## src/rtl/button_seq_pkg.sv

```systemverilog
// Shared state encoding and small elaboration helpers for the button sequence lock.
package button_seq_pkg;

  localparam int STATE_W = 3;

  typedef enum logic [STATE_W-1:0] {
    ST_IDLE    = 3'd0,
    ST_COLLECT = 3'd1,
    ST_MATCH   = 3'd2,
    ST_FAIL    = 3'd3,
    ST_LOCKOUT = 3'd4
  } state_e;

  // Largest of the three durations sharing the single cycle counter.
  function automatic int max3(input int a, input int b, input int c);
    int m;
    m = (a > b) ? a : b;
    return (m > c) ? m : c;
  endfunction

endpackage

```

## src/rtl/press_detect.sv

```systemverilog
// Two-stage button sampler; a press is the first nonzero sample after an all-zero one.
module press_detect #(
  parameter int NB = 3
) (
  input  logic        clk,
  input  logic        rst_n,
  input  logic [NB:1] b,
  output logic        press,
  output logic [NB:1] symbol
);

  logic [NB:1] b_q;
  logic [NB:1] b_q2;

  // All-ones reset so a button held through reset release is not seen as a press.
  always_ff @(posedge clk or negedge rst_n) begin
    if (!rst_n) begin
      b_q  <= '1;
      b_q2 <= '1;
    end else begin
      b_q  <= b;
      b_q2 <= b_q;
    end
  end

  assign press  = (b_q != '0) && (b_q2 == '0);
  assign symbol = b_q;

endmodule

```

## src/rtl/button_seq_fsm.sv

```systemverilog
// Code-lock FSM: matches a sequence of button presses, holds outp on success and
// locks out after MAX_FAIL consecutive failures.
module button_seq_fsm
  import button_seq_pkg::*;
#(
  parameter int                       NB       = 3,
  parameter int                       SEQ_LEN  = 4,
  parameter logic [NB*SEQ_LEN-1:0]    SEQ_CODE = {3'h6, 3'h5, 3'h2, 3'h1},
  parameter int                       TIMEOUT  = 16,
  parameter int                       HOLD_CYC = 8,
  parameter int                       MAX_FAIL = 3,
  parameter int                       LOCK_CYC = 32
) (
  input  logic                               clk,
  input  logic                               rst_n,
  input  logic [NB:1]                        b,
  output logic                               outp,
  output logic                               locked,
  output logic [$clog2(MAX_FAIL+1)-1:0]      fail_cnt,
  output logic [STATE_W-1:0]                 state_o
);

  localparam int CNT_MAX = max3(TIMEOUT, HOLD_CYC, LOCK_CYC);
  localparam int CW      = $clog2(CNT_MAX);
  localparam int IW      = (SEQ_LEN > 1) ? $clog2(SEQ_LEN) : 1;
  localparam int FW      = $clog2(MAX_FAIL + 1);

  localparam logic [CW-1:0] TO_LAST   = CW'(TIMEOUT - 1);
  localparam logic [CW-1:0] HOLD_LAST = CW'(HOLD_CYC - 1);
  localparam logic [CW-1:0] LOCK_LAST = CW'(LOCK_CYC - 1);
  localparam logic [IW-1:0] IDX_LAST  = IW'(SEQ_LEN - 1);
  localparam logic [FW-1:0] FAIL_MAX  = FW'(MAX_FAIL);

  if (NB < 1 || NB > 8) begin : g_bad_nb
    $error("button_seq_fsm: NB must be in 1..8");
  end
  if (SEQ_LEN < 1 || SEQ_LEN > 16) begin : g_bad_len
    $error("button_seq_fsm: SEQ_LEN must be in 1..16");
  end
  if (TIMEOUT < 2) begin : g_bad_to
    $error("button_seq_fsm: TIMEOUT must be at least 2");
  end
  if (HOLD_CYC < 1 || MAX_FAIL < 1 || LOCK_CYC < 1) begin : g_bad_cyc
    $error("button_seq_fsm: HOLD_CYC, MAX_FAIL and LOCK_CYC must be at least 1");
  end

  // Unpack the code into a table indexed by sequence position.
  logic [NB:1] code_tbl [SEQ_LEN];
  for (genvar k = 0; k < SEQ_LEN; k++) begin : g_code
    if (SEQ_CODE[k*NB +: NB] == '0) begin : g_zero
      $error("button_seq_fsm: every SEQ_CODE element must be nonzero");
    end
    assign code_tbl[k] = SEQ_CODE[k*NB +: NB];
  end

  logic        press;
  logic [NB:1] symbol;

  press_detect #(.NB(NB)) u_press_detect (
    .clk    (clk),
    .rst_n  (rst_n),
    .b      (b),
    .press  (press),
    .symbol (symbol)
  );

  state_e        state, state_n;
  logic [IW-1:0] idx, idx_n;
  logic [CW-1:0] timer, timer_n;
  logic [FW-1:0] fail_n;
  logic [FW-1:0] fail_inc;

  assign fail_inc = (fail_cnt == FAIL_MAX) ? fail_cnt : fail_cnt + FW'(1);

  always_comb begin
    state_n = state;
    idx_n   = idx;
    timer_n = timer;
    fail_n  = fail_cnt;
    case (state)
      ST_IDLE: begin
        idx_n   = '0;
        timer_n = '0;
        if (press) begin
          if (symbol != code_tbl[0]) begin
            state_n = ST_FAIL;
            fail_n  = fail_inc;
          end else if (SEQ_LEN == 1) begin
            state_n = ST_MATCH;
            fail_n  = '0;
          end else begin
            state_n = ST_COLLECT;
            idx_n   = IW'(1);
          end
        end
      end
      ST_COLLECT: begin
        // A press in the last timeout cycle wins over the timeout.
        if (press) begin
          timer_n = '0;
          if (symbol != code_tbl[idx]) begin
            state_n = ST_FAIL;
            idx_n   = '0;
            fail_n  = fail_inc;
          end else if (idx == IDX_LAST) begin
            state_n = ST_MATCH;
            idx_n   = '0;
            fail_n  = '0;
          end else begin
            idx_n = idx + IW'(1);
          end
        end else if (timer == TO_LAST) begin
          state_n = ST_FAIL;
          idx_n   = '0;
          timer_n = '0;
          fail_n  = fail_inc;
        end else begin
          timer_n = timer + CW'(1);
        end
      end
      ST_MATCH: begin
        if (timer == HOLD_LAST) begin
          state_n = ST_IDLE;
          timer_n = '0;
        end else begin
          timer_n = timer + CW'(1);
        end
      end
      ST_FAIL: begin
        idx_n   = '0;
        timer_n = '0;
        state_n = (fail_cnt == FAIL_MAX) ? ST_LOCKOUT : ST_IDLE;
      end
      ST_LOCKOUT: begin
        if (timer == LOCK_LAST) begin
          state_n = ST_IDLE;
          timer_n = '0;
          fail_n  = '0;
        end else begin
          timer_n = timer + CW'(1);
        end
      end
      default: begin
        state_n = ST_IDLE;
        idx_n   = '0;
        timer_n = '0;
      end
    endcase
  end

  // outp/locked are registered from the next state so they track state_o exactly.
  always_ff @(posedge clk or negedge rst_n) begin
    if (!rst_n) begin
      state    <= ST_IDLE;
      idx      <= '0;
      timer    <= '0;
      fail_cnt <= '0;
      outp     <= 1'b0;
      locked   <= 1'b0;
    end else begin
      state    <= state_n;
      idx      <= idx_n;
      timer    <= timer_n;
      fail_cnt <= fail_n;
      outp     <= (state_n == ST_MATCH);
      locked   <= (state_n == ST_LOCKOUT);
    end
  end

  assign state_o = state;

endmodule

```

## config.mk

```make
export PLATFORM = sky130hd
export DESIGN_NAME = button_seq_fsm
export DESIGN_NICKNAME = d
export VERILOG_FILES = /design/src/rtl/button_seq_pkg.sv /design/src/rtl/press_detect.sv /design/src/rtl/button_seq_fsm.sv
export SDC_FILE = /design/constraint.sdc
export NUM_CORES = 1
export LEC_CHECK = 0
export CORE_UTILIZATION = 50
export CTS_BUF_LIST = sky130_fd_sc_hd__clkbuf_4
export DETAILED_ROUTE_END_ITERATION = 6
export PLACE_DENSITY = 0.78
export SLEW_MARGIN = 20
export SYNTH_ARGS = -nofsm -noshare
export SYNTH_HDL_FRONTEND = slang
export SYNTH_SLANG_ARGS = --single-unit
```

## constraint.sdc

```tcl
create_clock -name clk -period 2 [get_ports clk]
set_clock_uncertainty 0.15 [all_clocks]
set_input_delay 0.2 -clock clk [delete_from_list [all_inputs] [get_ports clk]]
set_output_delay 0.2 -clock clk [all_outputs]
set_load 0.02 [all_outputs]
```

==> impl_results.md <==
- Post-route minimum period: 1.999 ns
- Setup Crit Path Kind: reg2reg
- Synth unique cells: 39
- Top-count cell post-synth: dfrtp_1
- Routed len/inst: 14.15 µm
- Peak Freq: 500.3 MHz
- # nets final: 136
- Final hold viol count: 0
- Area contributors post-synth: dfrtp_1 34%, dfstp_2 15%, ha_1 8.4%
- Final WL: 2123 µm
- R2R depth: 5
- RSZ-0062 raised after global routing: yes
- I/O Buffers: 11
- Total GRT Usage: 22.68%
- Filler-free cell count of the finished design: 150
- Io pins: 12
- Drt pass-1 iters: 6
- CTS tree: done
- Pwr Density: 1113 nW/µm²
- Reg2reg setup slack: 0.001 ns
- Mapped Nets: 109
- Die X: 47.71 µm
- Startpoint types: flop
- CP Capture Type: flop
- CP arrival: 2.09 ns
- First-pass GRT wire length: 3498 µm
- Filler instances: 184
- Period utilization: 99.94%
- Share of cells above drive strength 1: 29.27%
- Reg2Reg Capture Point: fail_cnt[0]$_DFFE_PN0P_
- CTS clk-pin slew, worst paths: 0.12 ns
- FFs w/ async S/R, synth: 100.0%
- CP delay by family, top: simple AND/OR/NAND/NOR gates
- Commonest cells post-synth: 14 x dfrtp_1, 9 x nor2_1, 8 x nand2_1
- DP HPWL: 1630 µm
- Setup WS pre-CTS: -0.05386 ns
- Slew margin rel.: 66.73%
- Syn. warnings: 0
- Via count: 817
- Max clock buf depth: 2
- Worst Setup SP: u_press_detect.symbol[3]$_DFF_PN1_
- Status: completed
- Number of synthesized flops with an enable pin: 0
- Area delta synth->final: 27.19%
- Root buffer cell: clkbuf_4
- Insertion delay to the later sink of the worst-skew pair: 0.31 ns
- Post-route DRC: 0
- Vias in the first global route: 749
- R2r startpoint: u_press_detect.symbol[3]$_DFF_PN1_
- Drt first-iter violations: 20
- Cells after Synth: 97
- Slew Viols, Final: 0
- Die Footprint: 2276 µm²
- Worst Max-Slew Pin Slew: 0.4975 ns
- Cells after DPL: 144
- Leading area contributor after synthesis: dfrtp_1
- Max Cap Violations: 0
- Endpoints failing setup: 0
- Worst EP required: 2.10 ns
- Worst path slowest cell: or4_1
- Critical path peak fanout: 3
- Clock sinks: 20
- Largest vdd supply drop: 0.0006483 V
- Slack of the critical path: 0.001203 ns
- Buffers & Inverters on Critical Path: 0
- Leakage: 0.5934 nW
- Antenna-violating nets left: 0
- Seq/Total Area, Yosys: 48.62%
- Clock buffer count from CTS: 3
- Crit-path cells: or3_4, and4_4, a31o_2, or4_1, o21ai_1
- Cts-stage hold buffer count: 0
- Post-Syn Area: 1045 µm²
- Effective utilization at floorplan: 53.25%
- # diodes: 0
- Drt via density: 5.447
- Slowest stage delay, CP: 0.51 ns
- Die span in y: 47.71 µm
- Max H-tree Level: 1
- Mean area per synthesized cell: 10.77 µm²
- Global placement routability congestion: 0.8677
- Top_reg_cell synth: dfrtp_1
- Initial antenna violation count: 0
- Hold Slack: 0.06223 ns
- Total core area: 1962 µm²
- Aggregate global routing overflow: 0
- Pin count of the biggest net entering global routing: 13
- Rows: 16
- Synthesized flop and latch total: 20
- Crit path to: fail_cnt[0]$_DFFE_PN0P_
- Synth top area share: 33.53%
- Total power: 1.479 mW
- Total stage count of the critical path: 5
- Hold WC Path Type: in2async
==> area by class of cell <==
class / instances / area, µm² / area share, %
Multi-Input combinational cell: 69 / 529.3 / 39.83
Sequential cell: 20 / 509.2 / 38.32
Timing Repair Buffer: 23 / 200.2 / 15.07
Tap cell: 27 / 33.78 / 2.542
Clock buffer: 4 / 30.03 / 2.260
Inverter: 7 / 26.28 / 1.977
==> power breakdown <==
group	internal, mW	switching, mW
clock	0.0913	0.126
sequential	0.496	0.0835
combinational	0.316	0.366
total	0.903	0.575
==> metal layers <==
metal / vias to the layer above / routed length [µm] / track usage (%)
met3: 4 / 84 / 3.396
met2: 22 / 1053 / 35.95
met5: - / 0 / 0
met1: 390 / 952 / 30.79
met4: 0 / 33 / 10.00
li1: 401 / - / -
==> flip-flops by register name, summed over array words and instances, names as in the netlist <==
signal,count
state_o,3
idx,2
u_press_detect.b_q2,3
outp,1
locked,1
fail_cnt,2
u_press_detect.symbol,3
timer,5
==> worst register-to-register path, delay by kind of cell, from the launching register on <==
kind            cells  cell delay [ns]
simple gates        3             1.07
flops               1             0.39
compound gates      2             0.33
==> cells in the final DEF (no fill, tap or decap), types with 3 or more instances in the layout <==
master	netlist	layout
clkbuf_4	0	4
inv_1	7	6
dfrtp_1	14	13
dfstp_2	6	6
a21oi_1	4	4
clkdlybuf4s50_1	0	11
nand2_1	8	8
buf_4	0	12
xnor2_1	3	3
ha_1	7	5
nor2_1	9	8
==> metrics by stage <==
stage	setup TNS, ns	cell area [µm²]	util (%)
floorplan	0	1065	-
global route	-0.1525	1329	67.73
detailed placement	-0.05386	1280	65.24
finish	0	1329	67.73
CTS	0	1325	67.54
global placement	0	1280	65.24
==> cell families (layout without fill, tap and decap cells) <==
family / count (synthesis) / count (layout) / share of synthesized area (%)
buffers and inverters: 8 / 34 / 2.874
and+or+nand+nor: 34 / 34 / 18.56
DFF: 20 / 20 / 48.62
AOI/OAI and AO/OA: 22 / 22 / 16.41
adders and majority gates: 7 / 7 / 8.383
xor gates and xnor gates: 5 / 5 / 4.192
muxes: 1 / 1 / 0.9581
==> what timing repair did <==
item | 4_1_cts | 5_1_grt
resized for setup | 0 | 2
setup buffers | 2 | 0
pin swaps | 3 | 0
cloned | 0 | 0
setup endpoints to repair | 1 | 3
==> worst min-delay path by stage <==
stage / slack (ns) / startpoint / cells after the start / end
2_1_floorplan: -0.25 / rst_n / 0 / fail_cnt[0]$_DFFE_PN0P_
4_1_cts: 0.08 / rst_n / 1 / idx[1]$_DFFE_PN0P_
5_1_grt: 0.10 / rst_n / 1 / idx[1]$_DFFE_PN0P_
3_5_place_dp: 0.22 / u_press_detect.symbol[1]$_DFF_PN1_ / 0 / u_press_detect.b_q2[1]$_DFF_PN1_
6_report: 0.06 / rst_n / 1 / idx[1]$_DFFE_PN0P_
3_3_place_gp: 0.22 / u_press_detect.symbol[1]$_DFF_PN1_ / 0 / u_press_detect.b_q2[1]$_DFF_PN1_
Power figures use the tool's default switching activity.
